--- src/rtl/memory_arbiter.sv ---
// memory_arbiter
//   Serializes the RAM requests of CPUS instruction caches and CPUS data
//   caches onto a single RAM port. Data requests (dREN/dWEN) always beat
//   instruction fetches (iREN). Ties among CPUs within a class go to the
//   lowest CPU index, or, when ARB_ROUND_ROBIN_EN is defined, to the first
//   requesting CPU after the last completed grant.
//
// Handshake: a requester raises iREN/dREN/dWEN and holds the request,
//   address and store data stable while its wait bit is 1. The cycle in
//   which its wait bit is 0 is the single completion cycle; for reads the
//   matching load slot carries the RAM data in that same cycle only.
//
// Ports
//   CLK, nRST          clock, asynchronous active-low reset
//   iREN/dREN/dWEN     per-CPU request bits
//   iaddr/daddr/dstore 32 bits per CPU, CPU n at [32n+31:32n]
//   iwait/dwait        per-CPU wait (1 = not complete this cycle)
//   iload/dload        per-CPU read data, zero except on completion
//   ramREN/ramWEN      RAM strobes, ramaddr/ramstore RAM address/data
//   ramload/ramstate   RAM read data and status (FREE/BUSY/ACCESS/ERROR)
//   state_o            debug view of the FSM (0 = IDLE, 1 = GRANT)
//
// Build option: ARB_ROUND_ROBIN_EN selects round-robin tie breaking.
module memory_arbiter #(
  parameter int CPUS = 2
) (
  input  logic                CLK,
  input  logic                nRST,
  input  logic [CPUS-1:0]     iREN,
  input  logic [CPUS-1:0]     dREN,
  input  logic [CPUS-1:0]     dWEN,
  input  logic [32*CPUS-1:0]  iaddr,
  input  logic [32*CPUS-1:0]  daddr,
  input  logic [32*CPUS-1:0]  dstore,
  output logic [CPUS-1:0]     iwait,
  output logic [CPUS-1:0]     dwait,
  output logic [32*CPUS-1:0]  iload,
  output logic [32*CPUS-1:0]  dload,
  output logic                ramREN,
  output logic                ramWEN,
  output logic [31:0]         ramaddr,
  output logic [31:0]         ramstore,
  input  logic [31:0]         ramload,
  input  logic [1:0]          ramstate,
  output logic                state_o
);

  localparam int IW = (CPUS > 1) ? $clog2(CPUS) : 1;
  localparam logic [1:0] RAM_ACCESS = 2'd2;

  typedef enum logic {IDLE = 1'b0, GRANT = 1'b1} state_e;

  state_e          state_q;
  logic [IW-1:0]   gnt_idx_q;
  logic            gnt_data_q;  // 1 = data class, 0 = instruction class
  logic            gnt_wr_q;    // 1 = write (data class only)
`ifdef ARB_ROUND_ROBIN_EN
  logic [IW-1:0]   ptr_q;       // CPU of the last completed transfer
`endif

  logic [CPUS-1:0] d_req;
  logic [CPUS-1:0] req_vec;
  logic            win_data;
  logic            win_any;
  logic [IW-1:0]   win_idx;
  logic [IW-1:0]   cand;
  logic            live;
  logic            granted;
  logic            done;
  int              gnt_base;

  // Winner selection, only consumed while IDLE.
  always_comb begin
    d_req    = dREN | dWEN;
    win_data = |d_req;
    req_vec  = win_data ? d_req : iREN;
    win_any  = 1'b0;
    win_idx  = '0;
    cand     = '0;
`ifdef ARB_ROUND_ROBIN_EN
    // Search starts one past the pointer and wraps.
    for (int k = 0; k < CPUS; k++) begin
      cand = IW'((int'(ptr_q) + k + 1) % CPUS);
      if (!win_any && req_vec[cand]) begin
        win_any = 1'b1;
        win_idx = cand;
      end
    end
`else
    // Descending scan: the lowest requesting index is written last.
    for (int k = CPUS - 1; k >= 0; k--) begin
      cand = IW'(k);
      if (req_vec[cand]) begin
        win_any = 1'b1;
        win_idx = cand;
      end
    end
`endif
  end

  // The latched op's own request bit decides whether the grant is still
  // alive; dropping it before ACCESS aborts the transfer.
  always_comb begin
    live     = gnt_wr_q   ? dWEN[gnt_idx_q] :
               gnt_data_q ? dREN[gnt_idx_q] : iREN[gnt_idx_q];
    granted  = (state_q == GRANT);
    done     = granted && live && (ramstate == RAM_ACCESS);
    gnt_base = 32 * int'(gnt_idx_q);
  end

  always_comb begin
    iwait    = '1;
    dwait    = '1;
    iload    = '0;
    dload    = '0;
    ramREN   = 1'b0;
    ramWEN   = 1'b0;
    ramaddr  = '0;
    ramstore = '0;
    if (granted) begin
      ramREN   = !gnt_wr_q;
      ramWEN   = gnt_wr_q;
      ramaddr  = gnt_data_q ? daddr[gnt_base +: 32] : iaddr[gnt_base +: 32];
      ramstore = gnt_wr_q ? dstore[gnt_base +: 32] : '0;
      if (done) begin
        if (gnt_data_q) begin
          dwait[gnt_idx_q] = 1'b0;
          if (!gnt_wr_q) dload[gnt_base +: 32] = ramload;
        end else begin
          iwait[gnt_idx_q] = 1'b0;
          iload[gnt_base +: 32] = ramload;
        end
      end
    end
  end

  always_ff @(posedge CLK or negedge nRST) begin
    if (!nRST) begin
      state_q    <= IDLE;
      gnt_idx_q  <= '0;
      gnt_data_q <= 1'b0;
      gnt_wr_q   <= 1'b0;
`ifdef ARB_ROUND_ROBIN_EN
      ptr_q      <= IW'(CPUS - 1);
`endif
    end else begin
      case (state_q)
        IDLE: begin
          if (win_any) begin
            state_q    <= GRANT;
            gnt_idx_q  <= win_idx;
            gnt_data_q <= win_data;
            gnt_wr_q   <= win_data & dWEN[win_idx];
          end
        end
        GRANT: begin
          if (!live) begin
            state_q <= IDLE;
          end else if (ramstate == RAM_ACCESS) begin
            state_q <= IDLE;
`ifdef ARB_ROUND_ROBIN_EN
            ptr_q   <= gnt_idx_q;
`endif
          end
        end
        default: state_q <= IDLE;
      endcase
    end
  end

  assign state_o = state_q;

endmodule

--- config.mk ---
export PLATFORM = sky130hd
export DESIGN_NAME = memory_arbiter
export DESIGN_NICKNAME = d
export VERILOG_FILES = /design/src/rtl/memory_arbiter.sv
export SDC_FILE = /design/constraint.sdc
export NUM_CORES = 1
export LEC_CHECK = 0
export ABC_AREA = 0
export BUFFER_PORTS_ARGS = -buffer_cell sky130_fd_sc_hd__buf_2
export CORE_AREA = 2 2 166 168
export CTS_BUF_LIST = sky130_fd_sc_hd__clkbuf_16
export DETAILED_ROUTE_END_ITERATION = 8
export DIE_AREA = 0 0 168 170
export PLACE_DENSITY = 0.42
export SLEW_MARGIN = 20
export SYNTH_ARGS = -nofsm -noshare
export SYNTH_HDL_FRONTEND = slang
export SYNTH_SLANG_ARGS = --single-unit
--- constraint.sdc ---
create_clock -name CLK -period 4.9 [get_ports CLK]
set_clock_uncertainty 0.15 [all_clocks]
set_input_delay 0 -clock CLK [delete_from_list [all_inputs] [get_ports CLK]]
set_output_delay 0 -clock CLK [all_outputs]
set_load 0.01 [all_outputs]
---- Word-level counts from Yosys, hierarchy flattened ----
Index checks and enable logic that the tools add are counted.
Widths: inputs -> output; s select.
word-level totals
  register bits after elaboration ......... 4
  word-level logic and storage cells ...... 64
operators by class
  bitwise gates (word level) .............. 5
  equality and inequality tests ........... 1
  muxes and demuxes ....................... 39
  reduce and logical (&&, ||, !) cells .... 6
  shift operators ......................... 5
  $lt $le $gt $ge ......................... 3
  add/subtract/negate cells ............... 1
operators with widths
  kind                      number
  $mux 64                   7
  $shiftx 64x7->32          3
  $mux 32                   4
  $and 64x64->64            1
  $shift 32x33->64 const A  1
  $shiftx 32x33->64         1
  $neg 6->33                1
  $mux 1                    19
  $mux 2                    7
  $lt 1x2->1 const B        2
  $logic_and 1x1->1         3
  $eq 2x2->1 const B        1
  $not 2->2                 1
  $or 2x2->2                1
  $pmux 1 s2                1
  $reduce_and 2->1          1
  $reduce_or 2->1           1
  $and 1x1->1               1
  $demux 1 s1               1
  $ge 1x1->1 const B        1
  $logic_not 1->1           1
  $not 1->1                 1

---- Depth between registers and ports, before layout ----
  word-level depth ........................ 8
  gate-level depth with buffers ........... 6

---- Worst setup path after synthesis ----
OpenSTA, ideal clock, no wires.
  path type ............................... register to output
  start ................................... register gnt_data_q
  end ..................................... output ramaddr[16]
  setup slack ............................. 3.220 ns
  data required time ...................... 4.750 ns
  data arrival time ....................... 1.530 ns
  stages on the path, launching flop included .. 5
  path through ............................ dfrtp_1 > buf_2 > buf_4 > mux4_2 > and2_1
on the way
  cells in the longest elaborated chain, start to end .. 2
RTL lines
  element                   RTL line  text
  start: declaration        55        logic gnt_data_q;
  start signal: assignment  152       gnt_data_q <= win_data;
  $mux 32                   123       ramaddr = gnt_data_q ? daddr[gnt_base +: 32] : iaddr[gnt_base +: 32];
  $mux 32                   120       if (granted) begin
  end: declaration          41        output logic [31:0] ramaddr,
No other way between the ends.

---- Worst setup path in the final report ----
  start ................................... register gnt_idx_q
  end ..................................... output dload[51]
on the way
  cells in the longest elaborated chain, start to end .. 8
  elaborated cells between the ends (all ways) .. 18
RTL lines
  element                                                             RTL line  text
  start: declaration                                                  54        logic [IW-1:0] gnt_idx_q;
  start signal: assignment                                            151       gnt_idx_q <= win_idx;
  parallel branches: the longest is 6 deep, another holds $neg 6->33  n/a
  $mux 64 (*)                                                         125       if (done) begin
  $mux 64 (*)                                                         120
  end: declaration                                                    38        output logic [32*CPUS-1:0] dload,
Every way passes the cells marked *. The select of a mux whose other input is x is not followed.

==> metrics.txt <==
Hold WC Path Type=in -> reg; nets=1,044; Combinational Power Share=83.1%; cell taking the most area after synthesis=mux4_2; clk_lat worst skew=about 0.22 ns; Crit path arrival time=3.01 ns; routed len/inst=about 15 µm; count of cell types in the netlist=33; R2R depth=4; Clock Power Share=7.5%; share of post-route cells with drive strength above 1=66.0%; register area share after synthesis=approximately 3.1%; hold depth=3; total negative slack=0 ns; routability cong.=0.777; RSZ-0062 raised after global routing=false; critical path class=reg -> out; initial drt markers=between 100 and 150; Layout area overhead=79.7%; dpl hpwl=approximately 14,000 µm; Via Count=~4,500; Die Y=between 150 and 200 µm; top cells by area, synth=mux4_2, and2_1, nor3_2, mux2i_1, nand2_1; Final Hold Viols=1; first-pass detailed-route iteration total=4; post-cts resize count=0; Syn Nets=around 640; Yosys reg bits=4; starting density of the core=12.0%; Tot Pwr=~0.0017 W; Port-buffer cells=around 430; Startpoint Class=flop; I/O pins=433; worst hold slack=-0.00132 ns; fin util=21.5%; Avg Vias per Cell=around 3.9; Mapped Cells=just over 400; Num Clock Sinks=4; flop2flop setup slack=2.08 ns; post-route antenna net violation count=0; hold path endpoint=gnt_wr_q$_DFFE_PN0P_; Syn Std Cell Area=about 3200 µm²; site row count=60; max-slew violations=0; launch point of the worst reg-to-reg path=gnt_idx_q$_DFFE_PN0P_; worst-case clock buffer depth=2; Pwr Density=between 200 and 300 nW/µm²; Fillers=~3,000; sequential share of power=a little under a tenth; routed wire length=around 18,000 µm; register area=109 µm²; leakage=roughly 3 nW; Reg clk slew, reported paths=approximately 0.03 ns; vias in the first global route=roughly 4,400; reg2reg end=state_o$_DFF_PN0_; top_reg_cell synth=dfrtp_1; largest net degree at the start of global routing=58; Clk Tree Root Cell=clkbuf_16; commonest non-fill, non-tap cell in the layout=buf_2; Max FO, Critical Path=57; area of the multi-input gates=roughly 2800 µm²; worst path required time=4.75 ns; most frequent cells in the layout=buf_2, and2_1, nand2_1; total gr overflow=0; # Post-CTS Setup Buffers=0; CTS hold repair buffers=4; die area=approximately 29,000 µm²; Synth Area per Inst=7.85 µm²; CTS tree=built; Post-synth ARST share=100%; number of max-cap violations=0; Yosys Warn Count=0; max_slew headroom=about two fifths; Switching Power=~0.0009 W; Int Power=between 0.0007 and 0.0008 W; first-pass GRT wire length=around 25,000 µm; Num CTS Buffers=3; Worst Tran Pin Value=just under 0.9 ns; period utilisation layout=roughly 64%; Peak Freq=around 320 MHz; Post-synth EDFFs=0; status=complete, but fails checks; crit path time final=around 3.2 ns; CTS H-tree depth=1; area fraction of the dominant cell type after synthesis=between 20 and 25%; setup violators final=0; Sw Ratio=a little over half; Die Wd=168 µm; core area=approximately 27,000 µm²; DRC viols=0; CP Capture Type=primary output; Hold Crit Start=dWEN[1]; All-Layer GR Usage=a little under an eighth; failing checks=negative hold slack; initial antenna violation count=1; Max VDD drop=0.147 mV
-- worst max-delay path, cell delays in order (launching register included) --
cell and delay [ns]:
dfrtp_4 0.58, buf_4 0.75, mux2i_1 0.40, nor4b_4 0.34, buf_4 0.37, and2_1 0.18, buf_2 0.13
-- kinds of logic (layout without fill, tap and decap cells) --
logic type,after synthesis,in the layout,synth area share (%)
buf+inv,51,452,8.58
simple gates,275,275,52.2
mux,69,69,34.2
other cells,0,1,0
flops,4,4,3.13
compound gates,8,8,1.92
-- power groups by stage --
stage	registers [W]	logic, W	clock network, W
2_1_floorplan	0.0000573	0.00102	0
3_3_place_gp	0.000162	0.00142	0
3_5_place_dp	0.000163	0.00142	0
4_1_cts	0.000163	0.00143	0.000129
5_1_grt	0.000173	0.00152	0.000132
6_report	0.000157	0.00140	0.000126
-- routing by layer --
metal | up-vias | GRT usage, % | wire (µm)
met5 | - | 0 | 13
met2 | 232 | 21.6 | 9050
met1 | 2063 | 13.4 | 7100
met4 | 2 | 1.93 | 81
li1 | 2213 | - | -
met3 | 6 | 2.63 | 1310
-- final cells by class --
class	count	area share (%)
multi-input combinational	352	49.6
timing repair buffer	444	39.4
tap	341	7.44
sequential	4	1.90
clock buffer	3	1.31
inverter	5	0.327
antenna	1	0.0436
-- worst max-delay path by stage --
stage | startpoint | end | slack [ns] | cells after the start
3_5_place_dp | state_o$_DFF_PN0_ | iload[2] | 1.71 | 6
4_1_cts | state_o$_DFF_PN0_ | iload[2] | 1.46 | 6
6_report | gnt_idx_q$_DFFE_PN0P_ | dload[51] | 1.74 | 6
2_1_floorplan | gnt_data_q$_DFFE_PN0P_ | ramaddr[16] | 3.22 | 4
3_3_place_gp | state_o$_DFF_PN0_ | iload[63] | 1.77 | 6
5_1_grt | state_o$_DFF_PN0_ | iload[7] | 1.52 | 6
-- cell usage after synthesis, types with 2 or more instances --
| library cell | n |
|---|---|
| and2_1 | 96 |
| nand2_1 | 65 |
| nor3_2 | 50 |
| mux2i_1 | 37 |
| nor2_1 | 35 |
| mux4_2 | 32 |
| clkbuf_1 | 18 |
| nor3_1 | 15 |
| buf_2 | 12 |
| buf_4 | 7 |
| buf_6 | 5 |
| inv_1 | 5 |
| dfrtp_1 | 4 |
| nand3_1 | 4 |
| clkbuf_2 | 3 |
| nand2b_1 | 2 |
-- flip-flops by register name, summed over array words and instances, names as in the netlist --
| signal | count |
|---|---|
| gnt_data_q | 1 |
| gnt_idx_q | 1 |
| gnt_wr_q | 1 |
| state_o | 1 |
-- stage by stage --
| stage | std cells | hold WS [ns] | setup WS, ns | instance area, µm² |
|---|---|---|---|---|
| after floorplan | 407 | -0.446 | 3.22 | 3190 |
| after global placement | 1142 | -0.335 | 1.77 | 5620 |
| after detailed placement | 1142 | -0.337 | 1.71 | 5620 |
| after CTS | 1149 | 0.000714 | 1.46 | 5730 |
| after global routing | 1149 | 0.0531 | 1.52 | 5740 |
| final | 1150 | -0.00132 | 1.74 | 5740 |
Power figures use the tool's default switching activity.
